**src/rtl/mem_arbiter.sv**
```systemverilog
// Two-requester round-robin arbiter for a single memory port: one outstanding
// transaction, latched request fields, one-cycle completion pulse, optional watchdog.
module mem_arbiter #(
   parameter int ADDR_W  = 32,
   parameter int DATA_W  = 32,
   parameter int TIMEOUT = 64
) (
   input  logic              clk,
   input  logic              rst,
   input  logic              req0_valid,
   input  logic              req0_rw,
   input  logic [ADDR_W-1:0] req0_addr,
   input  logic [DATA_W-1:0] req0_wdata,
   output logic              req0_ready,
   output logic [DATA_W-1:0] req0_rdata,
   output logic              req0_err,
   input  logic              req1_valid,
   input  logic              req1_rw,
   input  logic [ADDR_W-1:0] req1_addr,
   input  logic [DATA_W-1:0] req1_wdata,
   output logic              req1_ready,
   output logic [DATA_W-1:0] req1_rdata,
   output logic              req1_err,
   output logic              mem_valid,
   output logic              mem_rw,
   output logic [ADDR_W-1:0] mem_addr,
   output logic [DATA_W-1:0] mem_wdata,
   input  logic              mem_ready,
   input  logic [DATA_W-1:0] mem_rdata,
   output logic              grant,
   output logic              busy
);

   localparam int CNT_W = (TIMEOUT > 1) ? $clog2(TIMEOUT) : 1;
   localparam logic [CNT_W-1:0] CNT_LAST = CNT_W'((TIMEOUT > 0) ? TIMEOUT - 1 : 0);

   typedef enum logic [1:0] {S_IDLE, S_ISSUE, S_DONE} state_t;

   state_t              state_q, state_d;
   logic                mem_valid_q, mem_valid_d;
   logic                mem_rw_q, mem_rw_d;
   logic [ADDR_W-1:0]   mem_addr_q, mem_addr_d;
   logic [DATA_W-1:0]   mem_wdata_q, mem_wdata_d;
   logic                grant_q, grant_d;
   logic                last_grant_q, last_grant_d;
   logic                busy_q, busy_d;
   logic [1:0]          ready_q, ready_d;
   logic [1:0]          err_q, err_d;
   logic [DATA_W-1:0]   rdata_q [2];
   logic [DATA_W-1:0]   rdata_d [2];
   logic [CNT_W-1:0]    cnt_q, cnt_d;

   logic any_req;
   logic win_id;
   logic timeout_hit;

   always_comb begin
      any_req     = req0_valid | req1_valid;
      // On a tie the requester that did not win last time goes next.
      win_id      = (req0_valid && req1_valid) ? ~last_grant_q : ~req0_valid;
      timeout_hit = (TIMEOUT != 0) && (cnt_q == CNT_LAST);
   end

   always_ff @(posedge clk or posedge rst) begin
      if (rst) begin
         state_q      <= S_IDLE;
         mem_valid_q  <= 1'b0;
         mem_rw_q     <= 1'b0;
         mem_addr_q   <= '0;
         mem_wdata_q  <= '0;
         grant_q      <= 1'b0;
         last_grant_q <= 1'b1;
         busy_q       <= 1'b0;
         ready_q      <= '0;
         err_q        <= '0;
         rdata_q[0]   <= '0;
         rdata_q[1]   <= '0;
         cnt_q        <= '0;
      end else begin
         state_q      <= state_d;
         mem_valid_q  <= mem_valid_d;
         mem_rw_q     <= mem_rw_d;
         mem_addr_q   <= mem_addr_d;
         mem_wdata_q  <= mem_wdata_d;
         grant_q      <= grant_d;
         last_grant_q <= last_grant_d;
         busy_q       <= busy_d;
         ready_q      <= ready_d;
         err_q        <= err_d;
         rdata_q[0]   <= rdata_d[0];
         rdata_q[1]   <= rdata_d[1];
         cnt_q        <= cnt_d;
      end
   end

   always_comb begin
      state_d = state_q;
      case (state_q)
         S_IDLE:  if (any_req) state_d = S_ISSUE;
         S_ISSUE: if (mem_ready || timeout_hit) state_d = S_DONE;
         S_DONE:  state_d = S_IDLE;
         default: state_d = S_IDLE;
      endcase
   end

   always_comb begin
      mem_valid_d  = mem_valid_q;
      mem_rw_d     = mem_rw_q;
      mem_addr_d   = mem_addr_q;
      mem_wdata_d  = mem_wdata_q;
      grant_d      = grant_q;
      last_grant_d = last_grant_q;
      busy_d       = (state_d != S_IDLE);
      ready_d      = '0;
      err_d        = '0;
      rdata_d[0]   = rdata_q[0];
      rdata_d[1]   = rdata_q[1];
      cnt_d        = cnt_q;
      case (state_q)
         S_IDLE: begin
            if (any_req) begin
               grant_d      = win_id;
               last_grant_d = win_id;
               mem_valid_d  = 1'b1;
               mem_rw_d     = win_id ? req1_rw    : req0_rw;
               mem_addr_d   = win_id ? req1_addr  : req0_addr;
               mem_wdata_d  = win_id ? req1_wdata : req0_wdata;
               cnt_d        = '0;
            end
         end
         S_ISSUE: begin
            cnt_d = cnt_q + CNT_W'(1);
            // A memory acknowledge wins over a watchdog expiry in the same cycle.
            if (mem_ready) begin
               mem_valid_d       = 1'b0;
               ready_d[grant_q]  = 1'b1;
               rdata_d[grant_q]  = mem_rdata;
            end else if (timeout_hit) begin
               mem_valid_d       = 1'b0;
               ready_d[grant_q]  = 1'b1;
               err_d[grant_q]    = 1'b1;
               rdata_d[grant_q]  = '0;
            end
         end
         default: ;
      endcase
   end

   assign mem_valid  = mem_valid_q;
   assign mem_rw     = mem_rw_q;
   assign mem_addr   = mem_addr_q;
   assign mem_wdata  = mem_wdata_q;
   assign grant      = grant_q;
   assign busy       = busy_q;
   assign req0_ready = ready_q[0];
   assign req1_ready = ready_q[1];
   assign req0_err   = err_q[0];
   assign req1_err   = err_q[1];
   assign req0_rdata = rdata_q[0];
   assign req1_rdata = rdata_q[1];

endmodule
```
**config.mk**
```make
export PLATFORM = sky130hd
export DESIGN_NAME = mem_arbiter
export DESIGN_NICKNAME = d
export VERILOG_FILES = /design/src/rtl/mem_arbiter.sv
export SDC_FILE = /design/constraint.sdc
export NUM_CORES = 1
export LEC_CHECK = 0
export ABC_AREA = 1
export CORE_ASPECT_RATIO = 1.2
export CORE_MARGIN = 2
export CORE_UTILIZATION = 45
export DETAILED_ROUTE_END_ITERATION = 16
export GPL_TIMING_DRIVEN = 1
export PLACE_DENSITY = 0.84
export SYNTH_ARGS = -nofsm -noshare
export SYNTH_HDL_FRONTEND = slang
export SYNTH_SLANG_ARGS = --single-unit
```
**constraint.sdc**
```tcl
create_clock -name clk -period 14.55 [get_ports clk]
set_input_delay 2.91 -clock clk [delete_from_list [all_inputs] [get_ports clk]]
set_output_delay 2.91 -clock clk [all_outputs]
set_load 0.02 [all_outputs]
```
# Word level (Yosys, flattened, before mapping)
# Cells that the tools add are included.
dict set report op_classes {
  eq_ne 4
  n_bitwise 6
  n_addsub 1
  shifts 0
  muxes 25
  n_mul 0
  n_lt_le_gt_ge 4
  n_div 0
  n_reduce_logical 12
}
# operator n
set op_table {}
lappend op_table {{two-way mux 64 bit} 2}
lappend op_table {{two-way mux 32 bit} 3}
lappend op_table {{AND 64 bit} 1}
lappend op_table {{bitwise mux 64 bit} 1}
lappend op_table {{NOT 64 bit} 1}
lappend op_table {{demux 32 bit (select 1 bit)} 1}
lappend op_table {{two-way mux 2 bit} 7}
lappend op_table {{case mux 6 bit (2 select lines)} 1}
lappend op_table {{adder 6 x 1 -> 6 bit, second input constant} 1}
lappend op_table {{== test 6 bit, second input constant} 1}
lappend op_table {{two-way mux 1 bit} 6}
lappend op_table {{two-way mux 6 bit} 1}
lappend op_table {{AND reduction 2 bit} 3}
lappend op_table {{nonzero test 2 bit} 3}
lappend op_table {{case mux 2 bit (2 select lines)} 1}
lappend op_table {{logical AND 1 bit} 3}
lappend op_table {{!= test 3 bit, second input constant} 1}
lappend op_table {{AND reduction 3 bit} 1}
lappend op_table {{== test 2 x 1 -> 1 bit, second input constant} 1}
lappend op_table {{greater-or-equal comparator 2 bit, second input constant} 1}
lappend op_table {{logical NOT 2 bit} 1}
lappend op_table {{< comparator 1 x 2 -> 1 bit, second input constant} 1}
lappend op_table {{< comparator 2 x 1 -> 1 bit, second input constant} 1}
lappend op_table {{!= test 2 bit, second input constant} 1}
lappend op_table {{7 further kinds} 8}
dict set report word_totals {
  input_bits 167
  latch_bits 0
  ram_bits 0
  n_memories 0
  register_bits 145
  romBits 0
}

# Longest topological paths before layout
dict set report depth {
  depth_word 9
  mapped_depth 7
  mapped_depth_nobuf 6
}

# Least setup slack after synthesis
# OpenSTA, ideal clock, no wires.
dict set report synth_timing {
  path_kind {input port to flip-flop}
  from {input port mem_ready}
  to {register rdata_q (netlist bit req0_rdata[12])}
  n_path_buf 2
  setup_slack_ns 10.750
  cell_stages 7
  setup_time_ns 0.067
  t_required_ns 14.483
  t_arrival_ns 3.733
  path_cell_list {buf_2 inv_1 clkbuf_1 nand3_1 nand2_1 nand4_1 nand2_1}
}
dict set report synth_between {
  elab_chain_cells 2
  word_cells_on_any_way 3
}
# element line_no
set synth_lines {}
lappend synth_lines {{start: declaration} 28} ;# input logic mem_ready,
lappend synth_lines {{nonzero test 2 bit (no source line)} n/a}
lappend synth_lines {{AND reduction 2 bit (no source line)} n/a}
lappend synth_lines {{end: declaration} 49} ;# logic [DATA_W-1:0] rdata_q [2];
# Parallel ways exist; a longest one is shown, timed or not.
# A chain may end at the register's enable or synchronous reset.

# Final worst setup path
dict set report layout_timing {
  from {input port mem_ready}
  to {register rdata_q (netlist bit req0_rdata[27])}
}
# The elaborated chain is that of the path after synthesis.

==> results.py <==
metrics = {
    "power_and_ir_drop": {
        "swShare": 0.4155,
        "leakage_nw": 4.980,
        "p_switching_mw": 0.9095,
        "comb_power_share": 0.479,
        "powerDensity_nw_per_um2": 203.1,
        "power_frac_clock": 0.207,
        "ir_drop_uv": 128.4,
        "seqPwrFrac": 0.315,
        "p_int_mw": 1.280,
    },
    "cts": {
        "cts_tree": "done",
        "clk_pin_slew_worst_paths_ns": 0.06,
        "cts_hold_buffers": 0,
        "numCtsBuffers": 17,
        "clock_path_buffers": 2,
        "cts_setup_buffers": 0,
        "insertion_delay_ns": 0.43,
        "numClockSinks": 145,
        "h-tree-depth": 4,
        "postCtsResizedCells": 0,
        "cts-root-buf": "clkbuf_16",
    },
    "place": {
        "pre_cts_slack_ns": 8.643,
        "dp.cells": 1368,
        "portBuffers": 302,
        "gp_congestion": 0.8660,
        "place_hpwl_um": 15720,
        "place_area_sq_um": 10160,
    },
    "finish": {
        "multi_input_area_sq_um": 3134,
        "nets": 1347,
        "stdcell_count": 1402,
        "syn_to_final_growth_pct": 50.33,
        "seq_area_sq_um": 3631,
        "layout-drive-gt1-share": 0.04782,
        "final_cell_area_sq_um": 10780,
        "fillers": 1239,
    },
    "job": {
        "max-cap-violations": 0,
    },
    "route": {
        "vias": 7582,
        "via_per_inst": 5.408,
        "ant_nets": 0,
        "wl_per_cell_um": 16.78,
        "drtPass1Iterations": 5,
        "wl_um": 23520,
        "drtIter0Drc": 1253,
        "drc": 0,
    },
    "floorplanning": {
        "die_height_um": 142.3,
        "rows": 50,
        "die_area_sq_um": 16960,
        "die_w_um": 119.2,
        "core_sq_um": 15580,
        "io_pins": 303,
        "initial_core_util": 0.4602,
    },
    "synth": {
        "netlist_instances": 928,
        "synth.yosys.seq_area_share": 0.5063,
        "ys_types": 25,
        "syn_nets": 1096,
        "synth.ff_latch_count": 145,
        "avgSynthCellArea_sq_um": 7.726,
        "syn_area_sq_um": 7169,
        "yosysWarningCount": 0,
    },
    "global_route": {
        "grt.total_usage": 0.2792,
        "grt_first_pass_wirelength_um": 37630,
        "grt_max_degree": 76,
        "globalRouteMet1Util": 0.3549,
        "grt-ovfl-total": 0,
        "antenna_found_initial": 1,
        "busiest_layer": "met2",
        "grt_use_met3": 0.1050,
        "grt_pass1_vias": 7041,
        "use_met2": 0.4468,
    },
    "timing": {
        "setup_viol": 0,
        "whs_ns": 0.4822,
        "fin_setup_tns_ns": 0,
        "clock_skew_ns": 0.008315,
        "fin_ws_ns": 9.042,
        "rsz0062_at_grt": "false",
        "slew_headroom": 0.1907,
        "max_freq_ghz": 0.1816,
        "finalHoldViolations": 0,
        "slew_viol_final": 0,
        "period_share": 0.3786,
        "worst_slew_pin_slew_ns": 1.211,
        "period_needed_ns": 5.508,
    },
    "worst_setup_path": {
        "worstPathCellList": "buf_2, buf_4, o21bai_4, buf_4, nand3_1, nand2_1, nand2_1",
        "critPathKind": "input pin to flop",
        "critPathTopFamily": "simple AND/OR/NAND/NOR gates",
        "crit_buf_inv": 3,
        "cp-startpoint": "mem_ready",
        "setup.worst_path.end": "req0_rdata[27]$_DFFE_PP0P_",
        "worstReg2RegEnd": "req1_rdata[21]$_DFFE_PP0P_",
        "r2r_start": "grant$_DFFE_PP0P_",
        "crit_cells": 7,
        "cpMaxStageDelayCell": "nand3_1",
        "r2r_setup_slack_ns": 10.51,
        "r2r_cells": 6,
        "required_ns": 14.85,
        "slowest_delay_ns": 1.02,
        "arrival_ns": 5.81,
        "cp_max_fo": 71,
        "setup.worst_path.start_class": "input pin",
        "crit_path_end_kind": "flop",
    },
    "status": {
        "outcome": "finished clean",
    },
    "worst_hold_path": {
        "hold_path.class": "flop to flop",
    },
}
per-layer routing:
metal,share of wire,wire [um],vias to the layer above
met5,0,0,-
met2,0.49,11430,353
met4,0.017,403,0
met1,0.39,9242,3591
li1,-,-,3608
met3,0.10,2449,30
logic make-up after synthesis:
group	share of synthesized area
xor gates and xnor gates	0.001222
AOI/OAI and AO/OA	0.1037
and+or+nand+nor	0.3291
DFF	0.5063
buffers and inverters	0.05794
adders and majority gates	0.001745
power groups by stage:
stage	logic, mW	clock network [mW]	registers, mW
3_5_place_dp	1.05	0	0.688
3_3_place_gp	1.03	0	0.686
4_1_cts	1.05	0.458	0.688
5_1_grt	1.14	0.478	0.710
6_report	1.05	0.452	0.689
2_1_floorplan	0.394	0	0.865
cell type report:
cell class	instances	share of cell area
Sequential cell	145	0.3369
Multi-Input combinational cell	692	0.2908
Timing Repair Buffer	311	0.2863
Clock buffer	19	0.04202
Tap cell	208	0.02415
Clock inverter	13	0.01474
Inverter	12	0.004644
Antenna cell	2	0.0004644
worst reg2reg max path: cells and delay by family (launching register included):
family / cells / cell delay, ns
and+or+nand+nor: 4 / 2.46
DFF: 1 / 0.38
buffers and inverters: 2 / 1.07
metrics by stage:
step	util	power, mW
finish	0.6919	2.189
global route	0.6917	2.326
CTS	0.6916	2.196
detailed placement	0.6523	1.736
global placement	0.6523	1.720
floorplan	-	1.259
sequential cells by signal, summed over array words and instances, names as in the netlist:
register / flops
mem_valid: 1
cnt_q: 6
grant: 1
last_grant_q: 1
state_q: 2
mem_rw: 1
req1_rdata: 32
busy: 1
req0_rdata: 32
err_q: 2
mem_addr: 32
mem_wdata: 32
ready_q: 2
Yosys cell counts:
cell / count / area, sq um
a21boi_2: 1 / 11.26
a21oi_1: 4 / 20.02
buf_1: 4 / 15.01
buf_2: 38 / 190.2
buf_4: 7 / 52.55
clkbuf_1: 30 / 112.6
dfrtp_1: 144 / 3603
dfstp_2: 1 / 26.28
ha_1: 1 / 12.51
inv_1: 8 / 30.03
inv_2: 4 / 15.01
nand2_1: 303 / 1137
nand2_2: 1 / 6.260
nand3_1: 103 / 515.5
nand3_2: 1 / 10.01
nand4_1: 64 / 400.4
nor2_1: 73 / 274.0
nor2_2: 1 / 6.260
nor3_1: 2 / 10.01
o21ai_0: 99 / 495.5
o21ai_1: 35 / 175.2
o21ai_4: 1 / 16.27
o21bai_4: 1 / 18.77
o22ai_1: 1 / 6.260
xor2_1: 1 / 8.760
cell usage in the layout (no fill, tap or decap), types with 3 or more instances in the layout:
cell type,synthesis,routed
o21ai_0,99,99
inv_1,8,6
inv_6,0,3
a21oi_1,4,4
nand2_1,303,303
nand4_1,64,64
clkdlybuf4s50_1,0,301
clkbuf_16,0,17
clkinv_2,0,4
nor2_1,73,72
buf_4,7,9
o21ai_1,35,35
clkinvlp_4,0,3
nand3_1,103,103
bufinv_16,0,3
dfrtp_1,144,143
inv_2,4,5
how the worst min path moves through the flow:
stage,start,end,depth (start not counted)
after CTS,mem_addr[9]$_DFFE_PP0P_,mem_addr[9]$_DFFE_PP0P_,2
after detailed placement,mem_addr[9]$_DFFE_PP0P_,mem_addr[9]$_DFFE_PP0P_,2
final,mem_wdata[21]$_DFFE_PP0P_,mem_wdata[21]$_DFFE_PP0P_,2
after global routing,mem_wdata[4]$_DFFE_PP0P_,mem_wdata[4]$_DFFE_PP0P_,2
after floorplan,cnt_q[4]$_DFFE_PP0P_,cnt_q[4]$_DFFE_PP0P_,1
after global placement,mem_wdata[21]$_DFFE_PP0P_,mem_wdata[21]$_DFFE_PP0P_,2
(Power assumes the default switching activity.)
